[config.mk]
export PLATFORM = sky130hd
export DESIGN_NAME = pipe_chain_flat
export DESIGN_NICKNAME = d
export VERILOG_FILES = /design/src/rtl/pipe_chain_if.sv /design/src/rtl/pipe_chain.sv /design/src/flat_wrapper.sv
export SDC_FILE = /design/constraint.sdc
export NUM_CORES = 1
export LEC_CHECK = 0
export CAP_MARGIN = 20
export CELL_PAD_IN_SITES_DETAIL_PLACEMENT = 0
export CELL_PAD_IN_SITES_GLOBAL_PLACEMENT = 1
export CORE_MARGIN = 8
export CORE_UTILIZATION = 37
export CTS_CLUSTER_SIZE = 14
export DETAILED_ROUTE_END_ITERATION = 16
export PLACE_DENSITY_LB_ADDON = 0.12
export SETUP_SLACK_MARGIN = 0.02
export SLEW_MARGIN = 25
export SYNTH_ARGS = -nofsm -noshare
export SYNTH_HDL_FRONTEND = slang
export SYNTH_SLANG_ARGS = --single-unit
[constraint.sdc]
create_clock -name clk -period 6.27 [get_ports clk]
set_input_delay 0.627 -clock clk [delete_from_list [all_inputs] [get_ports clk]]
set_output_delay 0.627 -clock clk [all_outputs]
set_load 0.1 [all_outputs]
[src/rtl/pipe_chain_if.sv]
`default_nettype none
// +----------------------------------------------------------------------------+
// | Module      : pipe_chain_if                                                |
// | Description : Upstream/downstream valid-ready handshake bundle for the      |
// |               elastic pipeline chain.                                      |
// | Revision    : 1.0 - initial release                                        |
// +----------------------------------------------------------------------------+
interface pipe_chain_if #(
  parameter int DATA_W = 32
);
  logic              in_valid;
  logic              in_ready;
  logic [DATA_W-1:0] in_data;
  logic              out_valid;
  logic              out_ready;
  logic [DATA_W-1:0] out_data;

  modport master (
    output in_valid, in_data, out_ready,
    input  in_ready, out_valid, out_data
  );

  modport slave (
    input  in_valid, in_data, out_ready,
    output in_ready, out_valid, out_data
  );
endinterface
`default_nettype wire

[src/rtl/pipe_chain.sv]
`default_nettype none
// +----------------------------------------------------------------------------+
// | Module      : pipe_chain                                                   |
// | Description : Elastic valid/ready register chain with bubble collapse,     |
// |               per-slot flush, occupancy and saturating stall statistics.   |
// | Revision    : 1.0 - initial release                                        |
// +----------------------------------------------------------------------------+
module pipe_chain #(
  parameter int                NUM_STAGES = 4,
  parameter int                DATA_W     = 32,
  parameter logic [DATA_W-1:0] PRESET_VAL = '0,
  parameter int                CNT_W      = 16,
  localparam int               OCC_W      = $clog2(NUM_STAGES + 1)
) (
  input  logic                  clk,
  input  logic                  arst,
  input  logic                  en,
  pipe_chain_if.slave           bus,
  input  logic [NUM_STAGES-1:0] flush,
  output logic [NUM_STAGES-1:0] stage_valid,
  output logic [OCC_W-1:0]      occupancy,
  output logic [CNT_W-1:0]      stall_cnt
);

  localparam int              c_last    = NUM_STAGES - 1;
  localparam logic [CNT_W-1:0] c_cnt_max = '1;

  logic [NUM_STAGES-1:0] r_valid;
  logic [DATA_W-1:0]     r_data [NUM_STAGES];
  logic [OCC_W-1:0]      r_occ;
  logic [CNT_W-1:0]      r_stall;

  logic [NUM_STAGES-1:0] w_live;
  logic [NUM_STAGES-1:0] w_down;
  logic [NUM_STAGES-1:0] w_take;
  logic [NUM_STAGES-1:0] w_valid_nxt;
  logic [OCC_W-1:0]      w_occ_nxt;
  logic                  w_head_rdy;
  logic                  w_stall_inc;

  // A flushed slot is treated as empty for the whole cycle.
  assign w_live = r_valid & ~flush;

  // w_down[i] is the readiness of whatever sits after slot i (next slot or downstream).
  always_comb begin : comb_ready
    logic w_chain;
    w_chain = bus.out_ready;
    w_down  = '0;
    for (int i = NUM_STAGES - 1; i >= 0; i--) begin
      w_down[i] = w_chain;
      w_chain   = ~w_live[i] | w_chain;
    end
    w_head_rdy = w_chain;
  end

  always_comb begin : comb_next
    w_take      = '0;
    w_valid_nxt = '0;
    w_occ_nxt   = '0;
    w_take[0]   = bus.in_valid & en & w_head_rdy;
    for (int i = 1; i < NUM_STAGES; i++) begin
      w_take[i] = w_live[i-1] & w_down[i-1];
    end
    for (int i = 0; i < NUM_STAGES; i++) begin
      w_valid_nxt[i] = w_take[i] | (w_live[i] & ~w_down[i]);
      w_occ_nxt      = w_occ_nxt + OCC_W'(w_valid_nxt[i]);
    end
  end

  assign w_stall_inc = bus.out_valid & ~bus.out_ready & (r_stall != c_cnt_max);

  always_ff @(posedge clk or posedge arst) begin
    if (arst) begin
      r_valid <= '0;
      r_occ   <= '0;
      r_stall <= '0;
      for (int i = 0; i < NUM_STAGES; i++) begin
        r_data[i] <= PRESET_VAL;
      end
    end else if (en) begin
      r_valid <= w_valid_nxt;
      r_occ   <= w_occ_nxt;
      if (w_stall_inc) begin
        r_stall <= r_stall + CNT_W'(1);
      end
      // An incoming entry wins over a flush of the same slot.
      if (w_take[0]) begin
        r_data[0] <= bus.in_data;
      end else if (flush[0]) begin
        r_data[0] <= PRESET_VAL;
      end
      for (int i = 1; i < NUM_STAGES; i++) begin
        if (w_take[i]) begin
          r_data[i] <= r_data[i-1];
        end else if (flush[i]) begin
          r_data[i] <= PRESET_VAL;
        end
      end
    end
  end

  assign bus.in_ready  = en & w_head_rdy;
  assign bus.out_valid = en & w_live[c_last];
  assign bus.out_data  = r_data[c_last];
  assign stage_valid   = r_valid;
  assign occupancy     = r_occ;
  assign stall_cnt     = r_stall;

endmodule
`default_nettype wire

[src/flat_wrapper.sv]
// flat-port wrapper written by rule: the top's interface ports become plain ports
module pipe_chain_flat 
#(
  parameter int                NUM_STAGES = 4,
  parameter int                DATA_W     = 32,
  parameter logic [DATA_W-1:0] PRESET_VAL = '0,
  parameter int                CNT_W      = 16,
  localparam int               OCC_W      = $clog2(NUM_STAGES + 1)
)
  (clk, arst, en, flush, stage_valid, occupancy, stall_cnt, bus_in_valid, bus_in_data, bus_out_ready, bus_in_ready, bus_out_valid, bus_out_data);
  pipe_chain_if #(.DATA_W(DATA_W)) bus_i ();
  input  logic clk;
  input  logic arst;
  input  logic en;
  input  logic [NUM_STAGES-1:0] flush;
  output logic [NUM_STAGES-1:0] stage_valid;
  output logic [OCC_W-1:0] occupancy;
  output logic [CNT_W-1:0] stall_cnt;
  input wire logic [$bits(bus_i.in_valid)-1:0] bus_in_valid;
  input wire logic [$bits(bus_i.in_data)-1:0] bus_in_data;
  input wire logic [$bits(bus_i.out_ready)-1:0] bus_out_ready;
  output wire logic [$bits(bus_i.in_ready)-1:0] bus_in_ready;
  output wire logic [$bits(bus_i.out_valid)-1:0] bus_out_valid;
  output wire logic [$bits(bus_i.out_data)-1:0] bus_out_data;
  assign bus_i.in_valid = bus_in_valid;
  assign bus_i.in_data = bus_in_data;
  assign bus_i.out_ready = bus_out_ready;
  assign bus_in_ready = bus_i.in_ready;
  assign bus_out_valid = bus_i.out_valid;
  assign bus_out_data = bus_i.out_data;
  pipe_chain #(.NUM_STAGES(NUM_STAGES), .DATA_W(DATA_W), .PRESET_VAL(PRESET_VAL), .CNT_W(CNT_W)) u_core (.clk(clk), .arst(arst), .en(en), .bus(bus_i), .flush(flush), .stage_valid(stage_valid), .occupancy(occupancy), .stall_cnt(stall_cnt));
endmodule
# --- After elaboration in Yosys (flattened, before gate mapping) ---
# Index checks and enable logic that the tools add are counted.
totals:
  ff_bits: 151
  in_bits: 41
  out_inout_bits: 57
  word_cells: 60
classes:
  add_sub_neg: 4
  n_eq_ne: 1
  mux: 8
  bitwise: 31
  n_reduce_logical: 9
ops:
  columns: ["op", "count"]
  rows:
  - ["$mux 32", 8]
  - ["$add 16x1->16 const B", 1]
  - ["$ne 16x16->1 const B", 1]
  - ["$and 1x1->1", 13]
  - ["$reduce_and 2->1", 5]
  - ["$not 1->1", 8]
  - ["$or 1x1->1", 8]
  - ["$reduce_bool 2->1", 4]
  - ["$add 3x1->3", 2]
  - ["$and 4x4->4", 1]
  - ["$not 4->4", 1]
  - ["$add 1x1->2", 1]

# --- Depth between registers and ports, before layout ---
logic_depth:
  word_depth: 12
  ltp_mapped: 8
  ltp_nobuf: 7

# --- Worst setup path before layout ---
# Ideal clock, no wire load.
synth_timing:
  kind: "flip-flop to output port"
  start: "reg u_core.r_valid[3] (netlist: u_core.stage_valid[3])"
  end: "out bus_in_ready"
  arrival_ns: 2.781
  required_ns: 5.643
  path_slack_ns: 2.862
  stages_incl_launch_ff: 6
  path_buffers: 1
  cell_sequence: "dfrtp_1 -> or3b_4 -> or3_1 -> buf_6 -> nor2_1 -> nor2b_1"
synth_between:
  elab_chain_cells: 7
synth_lines:
  columns: ["element", "line", "source"]
  rows:
  - ["from (decl)", "pipe_chain.sv:28", "logic [NUM_STAGES-1:0] r_valid;"]
  - ["from (signal assigned)", "pipe_chain.sv:81", "r_valid <= w_valid_nxt;"]
  - ["$and 4x4->4", "pipe_chain.sv:42", "assign w_live = r_valid & ~flush;"]
  - ["$not 1->1", "pipe_chain.sv:51", "w_chain = ~w_live[i] | w_chain;"]
  - ["$or 1x1->1 (4 in series)", "pipe_chain.sv:51", null]
  - ["$and 1x1->1", "pipe_chain.sv:102", "assign bus.in_ready = en & w_head_rdy;"]
  - ["to (decl)", "flat_wrapper.sv:22", "output wire logic [$bits(bus_i.in_ready)-1:0] bus_in_ready;"]
# Every way passes these cells.

# --- Final worst setup path ---
layout_timing:
  start: "in flush[3]"
  end: "out bus_in_ready"
layout_between:
  elab_chain_cells: 8
layout_lines:
  columns: ["element", "line", "source"]
  rows:
  - ["from (decl)", "flat_wrapper.sv:15", "input logic [NUM_STAGES-1:0] flush;"]
  - ["$not 4->4", "pipe_chain.sv:42", null]
  - ["$and 4x4->4", "pipe_chain.sv:42", null]
  - ["$not 1->1", "pipe_chain.sv:51", null]
  - ["$or 1x1->1 (4 in series)", "pipe_chain.sv:51", null]
  - ["$and 1x1->1", "pipe_chain.sv:102", null]
# Every way passes these cells.

==> load_flow_metrics.sql <==
INSERT INTO impl_metrics (metric_group, metric, value, unit) VALUES
('sta', 'setup_tns', '0', 'ns'),
('cells_and_area', 'mostFrequentLayoutCells', 'sky130_fd_sc_hd__dfrtp_1, sky130_fd_sc_hd__a22o_1, sky130_fd_sc_hd__clkdlybuf4s50_1, sky130_fd_sc_hd__a22o_2, sky130_fd_sc_hd__clkbuf_16', ''),
('grt', 'via_count_of_the_first_global_routing_pass', '3700', ''),
('cells_and_area', 'final_util', '47.1', '%'),
('clock_network', 'postCtsSetupRepairBufs', '0', ''),
('sta', 'rsz0062_at_grt', 'no', ''),
('grt', 'grt_start_max_net_pins', '79', ''),
('power_and_ir_drop', 'combinationalPowerShare', '16.0', '%'),
('logic_synthesis', 'yosys-top-cells-area', 'sky130_fd_sc_hd__dfrtp_1, sky130_fd_sc_hd__a22o_1, sky130_fd_sc_hd__buf_4', ''),
('die', 'rows', '46', ''),
('job', 'cap_violations', '0', ''),
('routing', 'routed-via-count', '3599', ''),
('logic_synthesis', 'syn-mean-instance-area', '13.8', 'sq um'),
('cells_and_area', 'antenna_cells_inserted', '0', ''),
('placed_design', 'place_congestion', '0.760', ''),
('cells_and_area', 'layout.cells.most_common', 'sky130_fd_sc_hd__dfrtp_1', ''),
('power_and_ir_drop', 'worst_ir_drop_vdd', '207', 'uV'),
('worst_setup_path', 'setup.reg_to_reg.worst_slack', '3.42', 'ns'),
('routing', 'remaining_drc_errors', '0', ''),
('worst_setup_path', 'ff2ff_path_depth', '7', ''),
('grt', 'globalRouteOverflowTotal', '0', ''),
('die', 'die_x', '143', 'microns'),
('routing', 'routedWlPerCell', '17.0', 'microns'),
('worst_setup_path', 'worst_setup_path_startpoint', 'flush[3]', ''),
('routing', 'routed_wl', '12300', 'microns'),
('worst_setup_path', 'category_of_the_worst_setup_path_launch_point', 'primary input', ''),
('sta', 'setup-violations-final', '0', ''),
('die', 'die_area', '20500', 'sq um'),
('power_and_ir_drop', 'design_power_total', '2.42', 'mW'),
('logic_synthesis', 'ys_types', '42', ''),
('grt', 'grt_first_pass_wirelength', '20100', 'microns'),
('sta', 'period_share', '62.3', '%'),
('logic_synthesis', 'yosys_register_bits', '151', ''),
('clock_network', 'cts_hold_buffers', '0', ''),
('sta', 'report.final.slew_viol_count', '0', ''),
('die', 'initial_utilization', '37.7', '%'),
('sta', 'relative_slew_slack', '32.2', '%'),
('routing', 'drtAntennaViolNets', '0', ''),
('logic_synthesis', 'synth_largest_type_area_fraction', '63.2', '%'),
('worst_setup_path', 'crit_path_to', 'bus_in_ready', ''),
('power_and_ir_drop', 'power.share.switching', '28.3', '%'),
('logic_synthesis', 'syn_nets', '477', ''),
('worst_setup_path', 'crit-reg2reg-capture', 'u_core.occupancy[1]', ''),
('placed_design', 'dp.cells', '692', ''),
('clock_network', 'cts_root_buf', 'sky130_fd_sc_hd__clkbuf_16', ''),
('grt', 'antenna_violations_before_repair', '0', ''),
('sta', 'timing.final.crit_period', '3.91', 'ns'),
('hold_path', 'hp-class', 'reg2reg', ''),
('clock_network', 'clock_tree.htree_level_count', '4', ''),
('worst_setup_path', 'worst_path_max_fanout', '8', ''),
('logic_synthesis', 'ys_seq_area_share', '63.2', '%'),
('placed_design', 'io_buffer_count', '97', ''),
('routing', 'firstDrtPassIters', '5', ''),
('clock_network', 'clock_sink_count', '151', ''),
('worst_setup_path', 'cp.required', '5.64', 'ns'),
('routing', 'detail_route.vias_per_cell', '4.97', ''),
('power_and_ir_drop', 'power_leakage', '3.46', 'nW'),
('placed_design', 'preCtsSetupSlack', '2.39', 'ns'),
('grt', 'track_usage', '12.8', '%'),
('die', 'die_h', '143', 'microns'),
('sta', 'maxClockFrequency', '0.256', 'GHz'),
('sta', 'final_hold_vios', '0', ''),
('power_and_ir_drop', 'switching_power', '684', 'uW'),
('logic_synthesis', 'syn-cell-area', '5970', 'sq um'),
('clock_network', 'tritoncts', 'built', ''),
('power_and_ir_drop', 'power_report.internal_total', '1.73', 'mW'),
('cells_and_area', 'num-nets-final', '541', ''),
('clock_network', 'worst_skew_pair.late_latency', '0.41', 'ns'),
('power_and_ir_drop', 'power_density', '324', 'nW/um^2'),
('worst_setup_path', 'worstSetupEndpointType', 'output pin', ''),
('status', 'status', 'finished, final reports clean', '');
power by group through the flow:
stage	registers, mW	clock network (mW)	logic (mW)
2_1_floorplan	1.23	0	0.168
3_3_place_gp	1.11	0	0.387
3_5_place_dp	1.11	0	0.391
4_1_cts	1.09	0.957	0.392
5_1_grt	1.10	1.01	0.410
6_report	1.09	0.934	0.387
logic make-up (layout without fill, tap and decap cells):
logic type	after synthesis	after routing	share of synthesized area (%)
AO/OA/AOI/OAI	141	141	20.9
XOR/XNOR	15	15	2.20
adder cells (fa/ha/maj)	4	4	0.963
buffers and inverters	65	141	6.91
flip-flops	151	151	63.2
multiplexers	4	4	0.754
AND/OR/NAND/NOR	52	52	5.03
worst max-delay path: stages:
cell and delay [ns]:
sky130_fd_sc_hd__clkdlybuf4s50_1 0.48, sky130_fd_sc_hd__or3b_4 0.46, sky130_fd_sc_hd__or3_1 0.45, sky130_fd_sc_hd__nor2_1 0.22, sky130_fd_sc_hd__nor2b_1 0.07, sky130_fd_sc_hd__clkdlybuf4s50_1 0.97
layer usage:
metal / vias up / global-route usage [%] / share of wire, %
li1: 1728 / - / -
met1: 1775 / 15.9 / 44
met2: 85 / 19.6 / 48
met3: 11 / 4.97 / 6.9
met4: 0 / 5.03 / 1.1
met5: - / 0 / 0
per-stage QoR:
step	instance area, sq um	hold slack [ns]
final	7460	0.489
after floorplan	5970	0.466
after global placement	6900	0.480
after detailed placement	6900	0.482
after global routing	7460	0.503
after CTS	7440	0.491
registers in the layout (all words and copies together) (netlist names):
name and cells:
u_core.stall_cnt 16, u_core.occupancy 3, u_core.r_data 96, u_core.bus.out_data 32
u_core.stage_valid 4
worst min path at each step:
stage	start	end	cells after the start
2_1_floorplan	u_core.r_data[97]	u_core.r_data[65]	1
3_3_place_gp	u_core.r_data[114]	u_core.r_data[82]	1
3_5_place_dp	u_core.r_data[66]	u_core.r_data[34]	1
4_1_cts	u_core.r_data[66]	u_core.r_data[34]	1
5_1_grt	u_core.r_data[71]	u_core.r_data[39]	1
6_report	u_core.r_data[66]	u_core.r_data[34]	1
cell type report:
type	count	area, sq um	share of cell area (%)
tap	216	270	3.62
inverter	3	16.3	0.218
sequential	151	3780	50.7
timing repair buffer	107	1060	14.2
multi-input combinational	216	1790	24.0
clock buffer	23	468	6.27
clock inverter	8	75.1	1.01
synthesized netlist by cell type (all sizes together):
cell,number
and3,3
nand3,3
or2,2
nand4,2
nor4,1
buf,52
a31oi,3
and4,4
a21oi,1
clkbuf,10
mux2,4
fa,1
and2,1
nand4bb,1
dfrtp,151
or3,1
nor3,3
a41oi,1
nor4b,1
nor2b,3
xor2,9
or3b,2
nor2,8
ha,3
o21ai,5
xnor2,6
o21a,1
o211ai,1
inv,3
and4b,1
nand2,12
a311o,1
nand2b,3
a22o,128
and3b,1
Note: power is estimated with default switching activity, not from simulation.
